$ cat config.mk
export PLATFORM = sky130hd
export DESIGN_NAME = traffic_phase_controller
export DESIGN_NICKNAME = d
export VERILOG_FILES = /design/src/rtl/traffic_phase_controller.sv
export SDC_FILE = /design/constraint.sdc
export NUM_CORES = 1
export LEC_CHECK = 0
export ABC_AREA = 1
export BUFFER_PORTS_ARGS = -buffer_cell sky130_fd_sc_hd__clkbuf_2
export CAP_MARGIN = 0
export CORE_ASPECT_RATIO = 1.1
export CORE_MARGIN = 1
export CORE_UTILIZATION = 35
export CTS_CLUSTER_SIZE = 20
export DETAILED_ROUTE_END_ITERATION = 10
export GPL_ROUTABILITY_DRIVEN = 0
export HOLD_SLACK_MARGIN = 0.02
export PLACE_DENSITY = 0.6
export SLEW_MARGIN = 40
export SYNTH_ARGS = -nofsm -noshare
export SYNTH_HDL_FRONTEND = slang
export SYNTH_SLANG_ARGS = --single-unit
$ cat constraint.sdc
create_clock -name LightCLK -period 1.5 [get_ports LightCLK]
set_input_delay 0.225 -clock LightCLK [delete_from_list [all_inputs] [get_ports LightCLK]]
set_output_delay 0.225 -clock LightCLK [all_outputs]
set_load 0.03 [all_outputs]
$ cat src/rtl/traffic_phase_controller.sv
// Timed, demand-driven phase controller for a main/side-road intersection with a shared walk phase.
// Define TLC_PREEMPT_EN to add the emergency Preempt input and the all-red HOLD state.
module traffic_phase_controller #(
    parameter int unsigned GREEN_MIN = 4,
    parameter int unsigned GREEN_MAX = 8,
    parameter int unsigned YELLOW_T  = 2,
    parameter int unsigned ALLRED_T  = 1,
    parameter int unsigned WALK_T    = 3,
    parameter int unsigned CNT_W     = 4
) (
    input  logic       LightCLK,
    input  logic       Reset_n,
    input  logic       Tick,
    input  logic       Sensor34,
    input  logic       WalkReq,
`ifdef TLC_PREEMPT_EN
    input  logic       Preempt,
`endif
    output logic [2:0] Lane12,
    output logic [2:0] Lane34,
    output logic       Walk,
    output logic [2:0] Phase
);

    typedef enum logic [2:0] {
        s_g12  = 3'd0,
        s_y12  = 3'd1,
        s_r12  = 3'd2,
        s_g34  = 3'd3,
        s_y34  = 3'd4,
        s_r34  = 3'd5,
        s_walk = 3'd6
`ifdef TLC_PREEMPT_EN
        , s_hold = 3'd7
`endif
    } state_t;

    localparam logic [2:0] lamp_red    = 3'b100;
    localparam logic [2:0] lamp_yellow = 3'b010;
    localparam logic [2:0] lamp_green  = 3'b001;

    // Terminal counts: a phase ends on the tick where cnt reaches duration-1
    localparam logic [CNT_W-1:0] green_min_last = CNT_W'(GREEN_MIN - 1);
    localparam logic [CNT_W-1:0] green_max_last = CNT_W'(GREEN_MAX - 1);
    localparam logic [CNT_W-1:0] yellow_last    = CNT_W'(YELLOW_T - 1);
    localparam logic [CNT_W-1:0] allred_last    = CNT_W'(ALLRED_T - 1);
    localparam logic [CNT_W-1:0] walk_last      = CNT_W'(WALK_T - 1);

    state_t           state_q, state_d;
    logic [CNT_W-1:0] cnt_q, cnt_d;
    logic             walk_pend_q, walk_pend_d;
    logic             target_q, target_d;   // 1: leave WALK into G34, 0: into G12
    logic [2:0]       lane12_c, lane34_c;
    logic             walk_c;

    // Next-state, counter, walk-pending and target logic
    always_comb begin
        state_d     = state_q;
        cnt_d       = cnt_q;
        target_d    = target_q;
        walk_pend_d = walk_pend_q | WalkReq;

        if (Tick) begin
            case (state_q)
                s_g12: begin
                    if (cnt_q == green_max_last && (Sensor34 || walk_pend_q)) begin
                        state_d = s_y12;
                    end
                end
                s_y12: begin
                    if (cnt_q == yellow_last) state_d = s_r12;
                end
                s_r12: begin
                    if (cnt_q == allred_last) begin
                        if (walk_pend_q) begin
                            state_d  = s_walk;
                            target_d = 1'b1;
                        end else begin
                            state_d = s_g34;
                        end
                    end
                end
                s_g34: begin
                    if ((cnt_q >= green_min_last && (!Sensor34 || walk_pend_q)) ||
                        cnt_q == green_max_last) begin
                        state_d = s_y34;
                    end
                end
                s_y34: begin
                    if (cnt_q == yellow_last) state_d = s_r34;
                end
                s_r34: begin
                    if (cnt_q == allred_last) begin
                        if (walk_pend_q) begin
                            state_d  = s_walk;
                            target_d = 1'b0;
                        end else begin
                            state_d = s_g12;
                        end
                    end
                end
                s_walk: begin
                    if (cnt_q == walk_last) state_d = target_q ? s_g34 : s_g12;
                end
                default: state_d = state_q;
            endcase
        end

`ifdef TLC_PREEMPT_EN
        // Preemption overrides normal sequencing; yellow and all-red still time out on Tick
        if (Preempt) begin
            case (state_q)
                s_g12:  state_d = s_y12;
                s_g34:  state_d = s_y34;
                s_walk: state_d = s_hold;
                s_r12, s_r34: begin
                    if (Tick && cnt_q == allred_last) state_d = s_hold;
                end
                s_hold: state_d = s_hold;
                default: state_d = state_d;
            endcase
        end else if (state_q == s_hold) begin
            state_d = s_g12;
        end
`endif

        if (state_d != state_q) begin
            cnt_d = '0;
        end else if (Tick) begin
            if (!(state_q == s_g12 && cnt_q == green_max_last)) begin
                cnt_d = cnt_q + CNT_W'(1);
            end
        end

        // Entering WALK serves the request; clear beats a same-cycle set
        if (state_d == s_walk && state_q != s_walk) begin
            walk_pend_d = 1'b0;
        end
    end

    // Signal-head decode of the upcoming state, registered alongside it
    always_comb begin
        lane12_c = lamp_red;
        lane34_c = lamp_red;
        walk_c   = 1'b0;
        case (state_d)
            s_g12:   lane12_c = lamp_green;
            s_y12:   lane12_c = lamp_yellow;
            s_g34:   lane34_c = lamp_green;
            s_y34:   lane34_c = lamp_yellow;
            s_walk:  walk_c   = 1'b1;
            default: walk_c   = 1'b0;
        endcase
    end

    always_ff @(posedge LightCLK) begin
        if (!Reset_n) begin
            state_q     <= s_g12;
            cnt_q       <= '0;
            walk_pend_q <= 1'b0;
            target_q    <= 1'b1;
            Lane12      <= lamp_green;
            Lane34      <= lamp_red;
            Walk        <= 1'b0;
            Phase       <= 3'd0;
        end else begin
            state_q     <= state_d;
            cnt_q       <= cnt_d;
            walk_pend_q <= walk_pend_d;
            target_q    <= target_d;
            Lane12      <= lane12_c;
            Lane34      <= lane34_c;
            Walk        <= walk_c;
            Phase       <= state_d;
        end
    end

endmodule

==> results of run 1 <==
==> logic make-up after synthesis <==
group,Yosys count
AO/OA/AOI/OAI,11
XOR/XNOR,3
adder cells (fa/ha/maj),4
buffers and inverters,24
flip-flops,16
multiplexers,1
AND/OR/NAND/NOR,82
==> layout by cell type, fill, tap and decap left out, types with 3 or more instances in the layout <==
master	count
inv_1	16
nor2_4	6
inv_4	4
nor2_1	11
ha_4	4
nand3_2	8
nand3b_1	3
buf_6	4
nor3_2	4
nand2_2	8
nand2_1	22
xor2_1	3
buf_4	27
clkbuf_2	14
dfxtp_4	6
nand3_1	7
nor2_2	4
clkbuf_4	3
inv_2	3
dfxtp_1	9
==> final cells by class <==
cell class	instances	area (um^2)
multi-input cells	101	806
repair buffers	45	318
clock buffers	3	22.5
inverters	23	96.3
clock inverters	1	3.75
fillers	234	1120
well taps	33	41.3
flip-flops and latches	16	344
==> metrics by stage <==
step / utilization (%) / setup TNS [ns] / cells / worst slack, ns / hold WS (ns)
after global placement: 47.2 / -1.49 / 209 / -0.194 / 0.484
final: 59.3 / -1.21 / 222 / -0.167 / 0.223
after global routing: 59.3 / -2.54 / 222 / -0.277 / 0.224
after detailed placement: 47.2 / -1.92 / 209 / -0.233 / 0.500
after floorplan: - / 0 / 141 / 0.000435 / 0.324
after CTS: 56.0 / -0.625 / 219 / -0.0951 / 0.217
==> worst max-delay path: cells and delay by family, from the launching register on <==
kind / cells / cell delay [ns]
buffers and inverters: 2 / 0.20
flip-flops: 1 / 0.37
AND/OR/NAND/NOR: 8 / 0.87
adder cells (fa/ha/maj): 1 / 0.16
==> per-layer routing <==
layer,global-route usage [%],wire (um)
met4,9.77,48
met5,0,0
met2,36.6,1570
met3,2.07,114
met1,25.0,1250
==> power breakdown <==
| group | switching [mW] | total (mW) | leakage, nW | internal (mW) |
|---|---|---|---|---|
| Sequential | 0.0296 | 0.479 | 0.136 | 0.449 |
| Combinational | 0.262 | 0.451 | 0.599 | 0.190 |
| Clock | 0.128 | 0.225 | 0.0154 | 0.0964 |
| Total | 0.420 | 1.16 | 0.750 | 0.735 |
==> cell usage after synthesis (2+ instances only) <==
| master | n | area [um^2] |
|---|---|---|
| a21oi_1 | 2 | 10.0 |
| dfxtp_1 | 16 | 320 |
| ha_1 | 4 | 50.1 |
| inv_1 | 21 | 78.8 |
| inv_2 | 2 | 7.51 |
| nand2_1 | 31 | 116 |
| nand3_1 | 11 | 55.1 |
| nand3_2 | 6 | 60.1 |
| nand3b_1 | 3 | 22.5 |
| nor2_1 | 16 | 60.1 |
| nor2_2 | 4 | 25.0 |
| nor3_1 | 5 | 25.0 |
| o21ai_0 | 3 | 15.0 |
| o21ai_2 | 3 | 26.3 |
| xor2_1 | 3 | 26.3 |
==> sequential cells by signal, summed over array words and instances (netlist names) <==
register     count
cnt_q            4
walk_pend_q      1
state_q          3
Lane34           3
target_q         1
Lane12           3
Walk             1
==> path summary, 6_finish.rpt <==
path                            endpoint  slack [ns]  cells after the start
setup / recovery         Walk$_SDFF_PN0_       -0.17                     11
hold / removal    walk_pend_q$_SDFF_PP0_        0.22                      3
setup reg to reg         Walk$_SDFF_PN0_       -0.17                     11
hold reg to reg    target_q$_SDFFE_PN1P_        0.57                      2
==> repair_timing <==
action | in CTS | in global routing
hold buffers | 0 | 0
gates cloned | 0 | 0
setup buffers | 6 | 3
gates resized for setup | 42 | 21
setup endpoints to repair | 12 | 13
pin swaps | 18 | 14
endpoints found under the hold margin | 0 | 0
==> metrics.md, run 1 <==
| Metric | Value |
|---|---|
| Syn Nets | 150 |
| Share of layout cells above drive strength 1 | 58.2% |
| Detailed Route Iter0 Violations | 24 |
| Average cell area after synthesis | 7.16 um^2 |
| RR Startpoint | cnt_q[1]$_SDFFE_PP0P_ |
| Synth warn | 0 |
| Ys async rst share | 0% |
| Min Tclk post-route | 1.67 ns |
| Port Buffer Count | 14 |
| Final WS setup | -0.167 ns |
| Pleak | 0.750 nW |
| Min-Delay Startpoint | WalkReq |
| Max Root-Sink Buffers | 2 |
| Post-route ant nets | 0 |
| Top cell by count, worst path | nand2_1 |
| Wirelength per Cell | 13.4 um |
| CP peak stage delay | 0.37 ns |
| Syn-to-layout area delta | 61.6% |
| Outcome | finished, violations left |
| Mux share of post-synthesis cell area | 1.12% |
| H-tree levels | 1 |
| Critical Path End Type | flop |
| Clk_lat worst skew | 0.28 ns |
| Post-synth EDFFs | 0 |
| Clock Skew | 0.0136 ns |
| Primary FF master, synth | dfxtp_1 |
| Element type at the critical path start | flop |
| CTS tree | yes |
| Overall Global Routing Usage | 20.9% |
| Largest family of logic cells by synthesized area | simple AND/OR/NAND/NOR gates |
| Max-Cap Viols | 0 |
| Cell Area, Synth | 1010 um^2 |
| DP Area | 1300 um^2 |
| Post-Synth Adder-Cell Area | 4.96% |
| CP Launch Point | cnt_q[1]$_SDFFE_PP0P_ |
| Nets | 199 |
| Register area share after synthesis | 31.7% |
| Post-Synth Simple-Gate Area | 42.5% |
| CP Max Fanout | 4 |
| Pin count of the biggest net entering global routing | 10 |
| Xor and xnor area share after synthesis | 2.60% |
| Routed vias/inst | 4.89 |
| Initial antenna violation count | 0 |
| Failing checks | negative setup slack |
| Chip Width | 53.2 um |
| CTS root buf | clkbuf_4 |
| Pre-Repair DR Iteration Count | 4 |
| Least-Margin Pin Slew | 0.280 ns |
| Required time worst endpoint | 1.72 ns |
| Total congestion overflow | 0 |
| #FFs+latches synth | 16 |
| CP cell instances | buf_4, ha_4, nand2_1, nand2_1, nand3_1, nand3_2, nor2_4, nand2_2, nand2_4, inv_4, nor3b_2 |
| # clock sinks | 16 |
| I/O pin count | 15 |
| Max IR drop VDD | 0.630 mV |
| Cell row count | 20 |
| Syn Inst Count | 141 |
| # setup viols final | 13 |
| Unrepaired setup endpoints after global routing | true |
| FMAX | 600 MHz |
| CTS buffer count | 3 |
| Netlist cell types | 26 |
| Synth Area in Compound Gates | 7.43% |
| Core Footprint | 2750 um^2 |
| Fin crit share | 111% |
| Clock transition at path regs | 0.10 ns |
| Detailed-route wire length | 2980 um |
| Initial Util | 36.7% |
| Vias | 1086 |
| Pwr/cell area | 708 nW/um^2 |
| Setup CP Type | flop to flop |
| Global-route wire length before repair | 4750 um |
| Slowest-stage cell, CP | dfxtp_4 |
| Final Hold Vio Count | 0 |
| Post-DP HPWL | 2120 um |
| Vias in the first global route | 1140 |
| DRC viols | 0 |
| Arr. time, crit path | 1.88 ns |
| Worst slew margin | 81.3% |
| Design area | 1630 um^2 |
| Die Ht | 58.3 um |
| Die ar. | 3100 um^2 |
| Ant diodes | 0 |
| Pwr Total | 1.16 mW |
| Hold Crit Class | primary input to flop |
| Final Max Slew Viols | 0 |
Note: power is estimated with default switching activity, not from simulation.
==> run 2, diff against run 1 <==
CELL_PAD_IN_SITES_DETAIL_PLACEMENT = 1   (was not set)
CELL_PAD_IN_SITES_GLOBAL_PLACEMENT = 2   (was not set)
CORE_UTILIZATION = 28   (was 35)
PLACE_DENSITY = not set   (was 0.6)
PLACE_DENSITY_LB_ADDON = 0.2   (was not set)
==> metrics.md, run 2 (same netlist as run 1, synthesis figures left out) <==
| Metric | Value |
|---|---|
| Die Ht | 65.0 um (+11%) |
| Pre-CTS WS | -0.288 ns (-0.0543 ns) |
| Ant diodes | 0 (unchanged) |
| Most frequent cells in the layout | buf_4 (30), nand2_1 (21), inv_1 (15) |
| Detailed-route wire length | 3700 um (+24%) |
| Fin crit share | 112% (+1.2 points) |
| Port Buffer Count | 14 (unchanged) |
| Final Hold Slack | 0.208 ns (-0.0152 ns) |
| Pin count of the biggest net entering global routing | 10 (unchanged) |
| Share of layout cells above drive strength 1 | 61.1% (+2.9 points) |
| Sw frac | 35.6% (-0.78 points) |
| Total congestion overflow | 0 (unchanged) |
| H-tree levels | 1 (unchanged) |
| DRC viols | 0 (unchanged) |
| Buf/Inv on CP | 1 (-1) |
| Syn-to-layout area delta | 64.4% |
| Hold-fix buffers, CTS | 0 (unchanged) |
| Pleak | 0.760 nW (+1.3%) |
| Logic pwr share | 36.5% (-2.6 points) |
| Initial antenna violation count | 0 (unchanged) |
| RR Startpoint | cnt_q[2]$_SDFFE_PP0P_ |
| Pwr Total | 1.21 mW (+4.6%) |
| RR Endpoint | Lane34[2]$_SDFF_PN1_ |
| Final WS setup | -0.185 ns (-0.0184 ns) |
| # setup viols final | 13 (unchanged) |
| Detailed Route Iter0 Violations | 36 (+50%) |
| CP peak stage delay | 0.36 ns (about the same) |
| Clock Skew | 0.00558 ns (-0.00802 ns) |
| Setup CP Type | flop to flop |
| Slowest-stage cell, CP | dfxtp_4 |
| Pre-Repair DR Iteration Count | 4 (unchanged) |
| # clock sinks | 16 (unchanged) |
| Failing checks | negative setup slack |
| Clock transition at path regs | 0.10 ns (about the same) |
| CTS buffer count | 3 (unchanged) |
| Post-route ant nets | 0 (unchanged) |
| Max Root-Sink Buffers | 2 (unchanged) |
| Pwr/cell area | 728 nW/um^2 (+2.8%) |
| Chip Width | 59.3 um (+11%) |
| Die ar. | 3850 um^2 (+24%) |
| Initial Util | 29.8% (-6.9 points) |
| Outcome | finished, violations left |
| Wirelength per Cell | 15.5 um (+16%) |
| FF-to-FF setup slack | -0.19 ns (-0.02 ns) |
| CP cell instances | nor2_4, nand2_2, o21a_1, nand3b_1, nor2_4, nand2_1, nand2_2, buf_4, nor2_2, nor2_2 |
| Stages on the worst setup path | 10 (-1) |
| Unrepaired setup endpoints after global routing | true |
| Final Max Slew Viols | 0 (unchanged) |
| Final Hold Vio Count | 0 (unchanged) |
| Largest Register | cnt_q |
| Psw | 0.430 mW (+2.4%) |
| Hold Crit Class | primary input to flop |
| Nets | 200 (+0.50%) |
| Worst r2r path cells | 10 (-1) |
| Arr. time, crit path | 1.87 ns (about the same) |
| Max reg flops | 4 (unchanged) |
| Cell row count | 22 (+10%) |
| Least-Margin Pin Slew | 0.283 ns (+0.00262 ns) |
| Power share of the clock group | 23.4% (+3.9 points) |
| I/O pin count | 15 (unchanged) |
| Overall Global Routing Usage | 18.9% (-2.0 points) |
| CP top delay family | simple AND/OR/NAND/NOR gates |
| Max IR drop VDD | 0.392 mV (-38%) |
| FMAX | 593 MHz (-1.1%) |
| Post-DP HPWL | 2530 um (+20%) |
| Int Power | 0.779 mW (+5.9%) |
| CP Launch Point | cnt_q[2]$_SDFFE_PP0P_ |
| CP Max Fanout | 8 (+4) |
| Seq pwr share | 40.2% (-1.3 points) |
| Worst slew margin | 81.1% (-0.18 points) |
| Element type at the critical path start | flop |
| Most common cell after layout, fill and taps aside | buf_4 |
| Min Tclk post-route | 1.69 ns (+0.0184 ns) |
| Vias in the first global route | 1160 (+1.8%) |
| Global-route wire length before repair | 5450 um (+15%) |
| Worst Setup EP | Lane34[2]$_SDFF_PN1_ |
| Core Footprint | 3390 um^2 (+23%) |
| Clk_lat worst skew | 0.28 ns (about the same) |
| Routed vias/inst | 4.64 (-5.2%) |
| Max-Cap Viols | 0 (unchanged) |
| CTS root buf | clkbuf_4 |
| CTS tree | yes |
| Vias | 1104 (+1.7%) |
| Critical Path End Type | flop |
| Required time worst endpoint | 1.68 ns (-0.04 ns) |
[run 2: how the worst min path moves through the flow]
stage               startpoint                endpoint  slack, ns  depth (start not counted)
floorplan              Reset_n   target_q$_SDFFE_PN1P_       0.32                          1
global placement       Reset_n   target_q$_SDFFE_PN1P_       0.48                          2
detailed placement     WalkReq  walk_pend_q$_SDFF_PP0_       0.51                          3
CTS                    WalkReq  walk_pend_q$_SDFF_PP0_       0.20                          3
global route           Reset_n   target_q$_SDFFE_PN1P_       0.23                          2
finish                 WalkReq  walk_pend_q$_SDFF_PP0_       0.21                          3
[run 2: worst register-to-register path, stage by stage, from the launching register on]
cell and delay [ns]:
dfxtp_4 0.36, nor2_4 0.26, nand2_2 0.10, o21a_1 0.19
nand3b_1 0.13, nor2_4 0.05, nand2_1 0.06, nand2_2 0.09
buf_4 0.15, nor2_2 0.15, nor2_2 0.04
[run 2: final cells by class]
class	count	area [um^2]
tap	48	60.1
sequential	16	343
inverter	23	93.8
fill	428	1730
timing repair buffer	46	318
multi-input combinational	101	810
clock buffer	4	36.3
[run 2: power by group through the flow]
stage | Clock, mW | Combinational [mW] | Sequential (mW)
after floorplan | 0 | 0.163 | 0.526
after global placement | 0 | 0.312 | 0.492
after detailed placement | 0 | 0.319 | 0.494
after CTS | 0.294 | 0.367 | 0.487
after global routing | 0.310 | 0.481 | 0.488
final | 0.282 | 0.441 | 0.485
[run 2: per-layer routing]
metal | vias up | track usage [%] | share of wire (%)
met4 | 0 | 7.14 | 0.92
met2 | 11 | 33.6 | 58
met3 | 4 | 2.59 | 1.5
met5 | - | 0 | 0
met1 | 541 | 22.5 | 40
li1 | 548 | - | -
[run 2: per-stage QoR]
| step | instance area [um^2] | std cells | TNS [ns] | utilization (%) |
|---|---|---|---|---|
| final | 1660 | 238 | -1.58 | 49.0 |
| after global routing | 1660 | 238 | -2.66 | 49.0 |
| after CTS | 1450 | 228 | -1.25 | 42.9 |
| after detailed placement | 1300 | 222 | -2.70 | 38.5 |
| after global placement | 1300 | 222 | -1.63 | 38.5 |
| after floorplan | 1030 | 141 | 0 | - |
[run 2: repair_timing]
item / CTS / global route
pin swaps: 12 / 28
gates cloned: 0 / 0
buffers inserted: 2 / 10
resized for setup: 28 / 35
setup endpoints to repair: 13 / 13
==> run 3, diff against run 2 <==
ABC_AREA = not set   (was 1)
CORE_UTILIZATION = 30   (was 28)
==> metrics.md, run 3 <==
| Metric | Value |
|---|---|
| Outcome | finished, violations left |
| Failing checks | design-rule violations, negative setup slack |
| Synth top area cells | dfxtp_1 (32%), ha_1 (5.0%), nor3b_2 (3.8%) |
| Min Tclk post-route | 1.95 ns (+0.266 ns) |
| Pre-CTS WS | -0.441 ns (-0.154 ns) |
| Post-synth EDFFs | 0 (unchanged) |
| Pleak | 0.605 nW (-20%) |
| Ant diodes | 0 (unchanged) |
| DP Area | 1340 um^2 (+2.4%) |
| DRC viols | 2 (+2) |
| Overall Global Routing Usage | 19.1% (+0.16 points) |
| Die Ht | 62.5 um (-3.9%) |
| Average cell area after synthesis | 9.15 um^2 (+28%) |
| Port Buffer Count | 14 (unchanged) |
| Max reg flops | 4 (unchanged) |
| CTS root buf | clkbuf_4 |
| Worst slew margin | 79.9% (-1.1 points) |
| Fin crit share | 130% (+18 points) |
| Total congestion overflow | 0 (unchanged) |
| Hold Crit Class | primary input to flop |
| CTS tree | yes |
| Cell Area, Synth | 997 um^2 (-1.2%) |
| Largest Register | cnt_q |
| Max IR drop VDD | 0.580 mV (+48%) |
| Synth area leader | dfxtp_1 |
| Syn-to-layout area delta | 50.9% |
| Required time worst endpoint | 1.67 ns (about the same) |
| Share of layout cells above drive strength 1 | 59.3% (-1.7 points) |
| Pwr/cell area | 853 nW/um^2 (+17%) |
| Clk_lat worst skew | 0.30 ns (+0.02 ns) |
| # setup viols final | 16 (+3) |
| FMAX | 513 MHz (-14%) |
| Yosys top cell area share | 32.1% (+0.40 points) |
| I/O pin count | 15 (unchanged) |
| Nets | 160 (-20%) |
| Element type at the critical path start | flop |
| H-tree levels | 1 (unchanged) |
| Die ar. | 3560 um^2 (-7.6%) |
| Initial antenna violation count | 0 (unchanged) |
| Core Footprint | 3100 um^2 (-8.4%) |
| Chip Width | 57.0 um (-3.9%) |
| Setup CP Type | flop to flop |
| Vias in the first global route | 1002 (-14%) |
| Pre-Repair DR Iteration Count | 7 (+3) |
| Arr. time, crit path | 2.13 ns (+0.26 ns) |
| Initial Util | 32.2% (+2.3 points) |
| Hold-fix buffers, CTS | 0 (unchanged) |
| Most frequent cells in the layout | buf_4 (27), clkbuf_2 (14), dfxtp_1 (10) |
| Final Max Slew Viols | 0 (unchanged) |
| Design area | 1510 um^2 (-9.3%) |
| Syn Inst Count | 109 (-23%) |
| Max Root-Sink Buffers | 2 (unchanged) |
| CP Max Fanout | 4 (-4) |
| Global-route wire length before repair | 5170 um (-5.2%) |
| Vias | 974 (-12%) |
| Register area share after synthesis | 32.1% (+0.40 points) |
| Routed vias/inst | 5.29 (+14%) |
| Post-route ant nets | 0 (unchanged) |
| Syn Nets | 118 (-21%) |
| Critical Path End Type | flop |
| Final WS setup | -0.451 ns (-0.266 ns) |
| Netlist cell types | 51 (+96%) |
| Least-Margin Pin Slew | 0.301 ns (+0.0181 ns) |
| Post-DP HPWL | 2390 um (-5.5%) |
| Pin count of the biggest net entering global routing | 11 (+1) |
| Detailed-route wire length | 3150 um (-15%) |
| Most numerous cell in the Yosys netlist | dfxtp_1 |
| Max-Cap Viols | 0 (unchanged) |
| CTS buffer count | 3 (unchanged) |
| Clock Skew | 0.00895 ns (+0.00338 ns) |
| Unrepaired setup endpoints after global routing | true |
| Commonest cells post-synth | dfxtp_1 (16), nor2_1 (8), nand2_1 (6), inv_1 (5), nand3_1 (5) |
| Most common cell after layout, fill and taps aside | buf_4 |
| Clock transition at path regs | 0.10 ns (about the same) |
| Primary FF master, synth | dfxtp_1 |
| Wirelength per Cell | 17.1 um (+10%) |
| Cell row count | 21 (-4.5%) |
| Detailed Route Iter0 Violations | 28 (-22%) |
| #FFs+latches synth | 16 (unchanged) |
| Final Hold Vio Count | 0 (unchanged) |
| Synth warn | 0 (unchanged) |
| # clock sinks | 16 (unchanged) |
| Ys async rst share | 0% (unchanged) |
[run 3: area by class of cell]
class | count | area (um^2)
Timing Repair Buffer | 44 | 315
Clock buffer | 3 | 22.5
Fill cell | 357 | 1600
Clock inverter | 1 | 3.75
Tap cell | 34 | 42.5
Inverter | 6 | 27.5
Multi-Input combinational cell | 80 | 756
Sequential cell | 16 | 338
[run 3: kinds of logic (layout without fill, tap and decap cells)]
group	Yosys count	after routing	share of synthesized area, %
buffers and inverters	13	54	7.03
flip-flops	16	16	32.1
multiplexers	1	1	1.00
AND/OR/NAND/NOR	39	39	25.3
adder cells (fa/ha/maj)	4	4	5.02
AO/OA/AOI/OAI	33	33	26.9
XOR/XNOR	3	3	2.64
[run 3: worst max-delay path: stages (launching register included)]
cell and delay [ns]:
dfxtp_4 0.38, inv_4 0.06, ha_1 0.14, nor3b_4 0.23, buf_4 0.15, nand4_1 0.08
o211a_1 0.17, a31o_4 0.27, a211oi_2 0.23, o21ai_1 0.10
[run 3: per-layer routing]
metal	routed length (um)	track usage [%]	share of wire [%]
met1	1470	25.2	47
met2	1480	29.9	47
met3	91	2.69	2.9
met4	102	10.1	3.2
met5	0	0	0
[run 3: through the flow]
| step | setup TNS, ns | hold slack [ns] | util [%] | std cells | power [mW] |
|---|---|---|---|---|---|
| 3_3_place_gp | -4.18 | 0.497 | 43.1 | 174 | 0.967 |
| 3_5_place_dp | -4.61 | 0.504 | 43.1 | 174 | 0.973 |
| 5_1_grt | -6.29 | 0.206 | 48.5 | 184 | 1.35 |
| 2_1_floorplan | -1.36 | 0.301 | - | 109 | 0.790 |
| 4_1_cts | -4.65 | 0.200 | 46.3 | 180 | 1.25 |
| 6_report | -4.66 | 0.196 | 48.5 | 184 | 1.28 |
[run 3: worst paths after layout]
path                         start                     end  slack [ns]  cells after the start
min                        WalkReq  walk_pend_q$_SDFF_PP0_        0.20                      2
max          cnt_q[0]$_SDFFE_PP0P_    Lane34[2]$_SDFF_PN1_       -0.45                      9
max reg2reg  cnt_q[0]$_SDFFE_PP0P_    Lane34[2]$_SDFF_PN1_       -0.45                      9
min reg2reg  target_q$_SDFFE_PN1P_   target_q$_SDFFE_PN1P_        0.58                      2
[run 3: what timing repair did]
action | in CTS | in global routing
endpoints found under the setup margin | 15 | 16
gates resized for setup | 12 | 12
pin swaps | 10 | 14
setup buffers | 2 | 4
[run 3: where the power goes]
part / switching [mW] / internal [mW] / leakage [nW]
clock network: 0.144 / 0.0972 / 0.0154
logic: 0.294 / 0.256 / 0.455
registers: 0.0317 / 0.460 / 0.135
